[config.mk]
export PLATFORM = sky130hd
export DESIGN_NAME = jkreg_bank
export DESIGN_NICKNAME = d
export VERILOG_FILES = /design/src/rtl/jkreg_pkg.sv /design/src/rtl/jk_cell.sv /design/src/rtl/jkreg_bank.sv
export SDC_FILE = /design/constraint.sdc
export NUM_CORES = 1
export LEC_CHECK = 0
export CAP_MARGIN = 20
export CORE_MARGIN = 4
export CORE_UTILIZATION = 47
export DETAILED_ROUTE_END_ITERATION = 7
export PLACE_DENSITY = 0.86
export SETUP_SLACK_MARGIN = 0.1
export SLEW_MARGIN = 20
export SYNTH_ARGS = -nofsm -noshare
export SYNTH_HDL_FRONTEND = slang
export SYNTH_SLANG_ARGS = --single-unit
[constraint.sdc]
create_clock -name clk -period 4.5 [get_ports clk]
set_input_delay 0.675 -clock clk [delete_from_list [all_inputs] [get_ports clk]]
set_output_delay 0.675 -clock clk [all_outputs]
set_load 0.1 [all_outputs]
[src/rtl/jkreg_pkg.sv]
// Shared types and limits for the jkreg_bank JK register bank.
package jkreg_pkg;

    // Operation select encoding for the bank
    typedef enum logic [1:0] {
        MODE_JK   = 2'b00,
        MODE_LOAD = 2'b01,
        MODE_CNT  = 2'b10,
        MODE_SHL  = 2'b11
    } jkreg_mode_t;

    // Largest supported bank width
    localparam int MAX_WIDTH = 32;

endpackage

[src/rtl/jk_cell.sv]
// Single-bit JK next-state evaluator. Purely combinational; the state
// flop lives in the parent bank.
module jk_cell (
    input  logic j,
    input  logic k,
    input  logic q,
    output logic q_nxt
);

    // j=k=0 holds, j=1 sets, k=1 clears, j=k=1 toggles
    assign q_nxt = (j & ~q) | (~k & q);

endmodule

[src/rtl/jkreg_bank.sv]
// jkreg_bank: WIDTH JK cells sharing clock, reset and enable, usable as a
// JK register, parallel-load register, up/down counter or left shifter.
// Build option: define JKREG_SAT_EN to make the counter saturate at
// all-ones / zero instead of wrapping.
module jkreg_bank
    import jkreg_pkg::*;
#(
    parameter int               WIDTH     = 8,
    parameter logic [WIDTH-1:0] RESET_VAL = '0
) (
    input  logic             clk,
    input  logic             clr,
    input  logic             en,
    input  logic [1:0]       mode,
    input  logic [WIDTH-1:0] j,
    input  logic [WIDTH-1:0] k,
    input  logic [WIDTH-1:0] d,
    input  logic             dir,
    input  logic             si,
    output logic [WIDTH-1:0] q,
    output logic             so,
    output logic             tc
);

    localparam logic [WIDTH-1:0] ONE  = WIDTH'(1);
    localparam logic [WIDTH-1:0] ONES = '1;

    jkreg_mode_t      mode_t;
    logic [WIDTH-1:0] jk_nxt;
    logic [WIDTH-1:0] shl_nxt;
    logic [WIDTH-1:0] q_nxt;

    assign mode_t = jkreg_mode_t'(mode);

    // Counter step: wraps by default, clamps at the ends when saturation is built in
    function automatic logic [WIDTH-1:0] cnt_step(input logic [WIDTH-1:0] cur,
                                                  input logic             up);
`ifdef JKREG_SAT_EN
        if (up)
            return (cur == ONES) ? cur : cur + ONE;
        else
            return (cur == '0) ? cur : cur - ONE;
`else
        if (up)
            return cur + ONE;
        else
            return cur - ONE;
`endif
    endfunction

    // Per-bit JK next-state evaluators
    for (genvar i = 0; i < WIDTH; i++) begin : g_cell
        jk_cell u_cell (
            .j     (j[i]),
            .k     (k[i]),
            .q     (q[i]),
            .q_nxt (jk_nxt[i])
        );
    end

    // Shift-left next state; a single-bit bank simply takes si
    if (WIDTH == 1) begin : g_shl_one
        assign shl_nxt = si;
    end else begin : g_shl_wide
        assign shl_nxt = {q[WIDTH-2:0], si};
    end

    // Select the next state for the current mode
    always_comb begin
        q_nxt = q;
        unique case (mode_t)
            MODE_JK:   q_nxt = jk_nxt;
            MODE_LOAD: q_nxt = d;
            MODE_CNT:  q_nxt = cnt_step(q, dir);
            MODE_SHL:  q_nxt = shl_nxt;
            default:   q_nxt = q;
        endcase
    end

    // State register: async reset to RESET_VAL, update only when enabled
    always_ff @(posedge clk or posedge clr) begin
        if (clr)
            q <= RESET_VAL;
        else if (en)
            q <= q_nxt;
    end

    assign so = q[WIDTH-1];

    // Terminal count looks at the live state and direction, not at en
    assign tc = (mode_t == MODE_CNT) && (dir ? (q == ONES) : (q == '0));

endmodule

==> results.json <==
{
  "synth_area_mm2": 0.001040,
  "reg.largest.list": "q (8)",
  "ys_warn_count": 0,
  "synth_area_leader_cell": "dfrtp_1",
  "hp-class": "input port to asynchronous set/reset pin",
  "outcome": "finished clean",
  "syn-mean-instance-area_um2": 8.123,
  "fin_nets": 196,
  "switchingPower_mw": 0.3654,
  "maxSlewViolCount": 0,
  "power.total_mw": 0.6415,
  "wirelength_mm": 2.738,
  "die_area_mm2": 0.003029,
  "r2r_slack_ns": 2.53,
  "r2r-end": "q[2]$_DFFE_PP0P_",
  "via_per_inst": 5.929,
  "std_cell_rows": 16,
  "tightestPinTransition_ns": 0.9802,
  "final-hold-violation-count": 0,
  "seqPwrFrac_pct": 21.3,
  "combPwrFrac_pct": 70.0,
  "critPathRequiredTime_ns": 3.83,
  "port_buffers": 40,
  "power_density_mw_per_mm2": 458.6,
  "synth.distinct_cells": 43,
  "reg2reg_depth": 4,
  "drive_above_1_share_pct": 8.333,
  "routedWlPerCell_um": 14.96,
  "clk_pin_slew_ns": 0.05,
  "synthSimpleGateAreaFrac_pct": 15.28,
  "slowest_delay_ns": 0.97,
  "gp_congestion": 0.8916,
  "clk_latency_ns": 0.26,
  "ys_seq_area_share_pct": 19.25,
  "syn2layout_area_growth_pct": 34.54,
  "cp-end-kind": "output port",
  "synth_top_area_share_pct": 19.25,
  "critPathMaxFanout": 24,
  "ys_ff_latch": 8,
  "postCtsResizedCells": 0,
  "synthAdderAreaFrac_pct": 9.146,
  "synth_top_flop_cell": "dfrtp_1",
  "fmax_mhz": 346.7,
  "grt-ovfl-total": 0,
  "synth_fp_nets": 166,
  "sw_frac_of_total_pct": 56.95,
  "ctsRootBufferMaster": "clkbuf_4",
  "synth_async_sr_flop_share_pct": 100.0,
  "largest_reg_flops": 8,
  "fin_skew_ns": 0.001548,
  "finalSetupTns_ns": 0,
  "grtUsageTotal_pct": 19.37,
  "post_cts_buffers": 0,
  "drv_cap": 0,
  "dr.first_iter.drc_count": 33,
  "clockBufferDepth": 2,
  "route.detailed.drc": 0,
  "synthTopCellsByArea": "dfrtp_1, ha_1, buf_4",
  "synth_top_family_by_area": "compound AO/OA/AOI/OAI gates",
  "ant_nets": 0,
  "vias": 1085,
  "fin_crit_ns": 2.885,
  "synth-xor-area-share_pct": 5.054,
  "fp.dieW_um": 55.04,
  "grt_start_max_net_pins": 27,
  "ioPinCount": 41,
  "clkSinkCount": 8,
  "grt_pass1_wl_mm": 4.257,
  "path_cells": "clkdlybuf4s50_1 > and3_1 > buf_4",
  "h-tree-depth": 1,
  "min_period_over_period_pct": 64.10,
  "first_global_vias": 996,
  "ys_top_cells_by_count": "a21oi_1, buf_4, nor2_1",
  "largest_register": "q",
  "core_area_mm2": 0.002022,
  "worst_setup_path_start_kind": "input port",
  "p_leak_nw": 0.5635,
  "grt_setup_unrepaired": "no",
  "power.internal_mw": 0.2761,
  "num_antenna_cells": 0,
  "r2r-start": "q[0]$_DFFE_PP0P_",
  "crit_type": "input port to output port",
  "ir_drop_v": 0.0002696,
  "setup_violations": 0,
  "synth_compound_area_share_pct": 30.08,
  "first_pass_iters": 4,
  "cp_slowest_cell": "clkdlybuf4s50_1",
  "crit_arrival_ns": 2.21,
  "clkPwrFrac_pct": 8.8,
  "hpwl_mm": 2.110,
  "synth.mux.area_fraction_pct": 9.146,
  "synthCells": 128,
  "cts_tree": "yes",
  "cts_made_buffers": 3,
  "start_util_pct": 51.42,
  "max_slew_margin_pct": 34.45,
  "ctsHoldBuffers": 0,
  "die_height_um": 55.04,
  "synth_edf_count": 0,
  "antenna_found_initial": 0
}
==> power by group through the flow <==
stage	logic (mW)	clock network [mW]	registers [mW]
final	0.449	0.0562	0.136
after floorplan	0.341	0	0.156
after global routing	0.475	0.0618	0.142
after global placement	0.438	0	0.136
after CTS	0.450	0.0581	0.136
after detailed placement	0.449	0	0.138
==> cells in the final DEF (no fill, tap or decap), types with 2 or more instances in the layout <==
cell type,count
nor3_1,3
nand2_1,6
ha_1,6
clkdlybuf4s50_1,39
mux2_2,2
clkbuf_4,3
a21oi_1,9
nor2b_1,4
nand2b_1,2
inv_1,5
o21ai_0,7
xor2_1,3
nand3_1,5
nor2_1,9
o22ai_1,4
xnor2_1,3
o31ai_1,3
a31oi_1,4
mux2i_1,5
buf_4,2
o31ai_2,2
dfrtp_1,8
o31a_1,3
==> kinds of logic (layout without fill, tap and decap cells) <==
kind of cell,count (synthesis),after routing
xor gates and xnor gates,6,6
muxes,8,8
and+or+nand+nor,33,33
buffers and inverters,22,50
adders and majority gates,7,7
DFF,8,8
AOI/OAI and AO/OA,44,44
==> critical path, delay by kind of cell <==
kind	cells	cell delay, ns
buffers and inverters	2	1.26
and+or+nand+nor	1	0.27
==> layer usage <==
layer / part of all wire [%] / GRT usage [%]
met5: 0 / 0
met1: 39 / 22.30
met4: 1.2 / 4.049
met3: 9.1 / 5.362
met2: 51 / 35.43
==> area by class of cell <==
cell class,count,area (um^2)
timing repair buffer,41,405.4
multi-input combinational,98,714.4
fill,161,623.1
clock buffer,3,22.52
inverter,6,22.52
tap,27,33.78
sequential,8,200.2
==> stage by stage <==
step	hold WS (ns)	instances	area (um^2)	util [%]	worst slack, ns
after floorplan	0.4907	128	1040	-	1.690
after global placement	0.6727	180	1376	68.07	1.672
after detailed placement	0.6779	180	1376	68.07	1.617
after CTS	0.6792	183	1399	69.18	1.626
after global routing	0.7082	183	1399	69.18	1.512
final	0.6764	183	1399	69.18	1.615
==> worst max path at each step <==
| stage | cells past startpoint | slack (ns) | start | to |
|---|---|---|---|---|
| 2_1_floorplan | 3 | 1.69 | q[7]$_DFFE_PP0P_ | tc |
| 3_3_place_gp | 3 | 1.67 | mode[1] | tc |
| 3_5_place_dp | 6 | 1.62 | dir | q[2]$_DFFE_PP0P_ |
| 4_1_cts | 3 | 1.63 | mode[1] | tc |
| 5_1_grt | 3 | 1.51 | mode[1] | tc |
| 6_report | 3 | 1.62 | mode[1] | tc |
(Power assumes the default switching activity.)
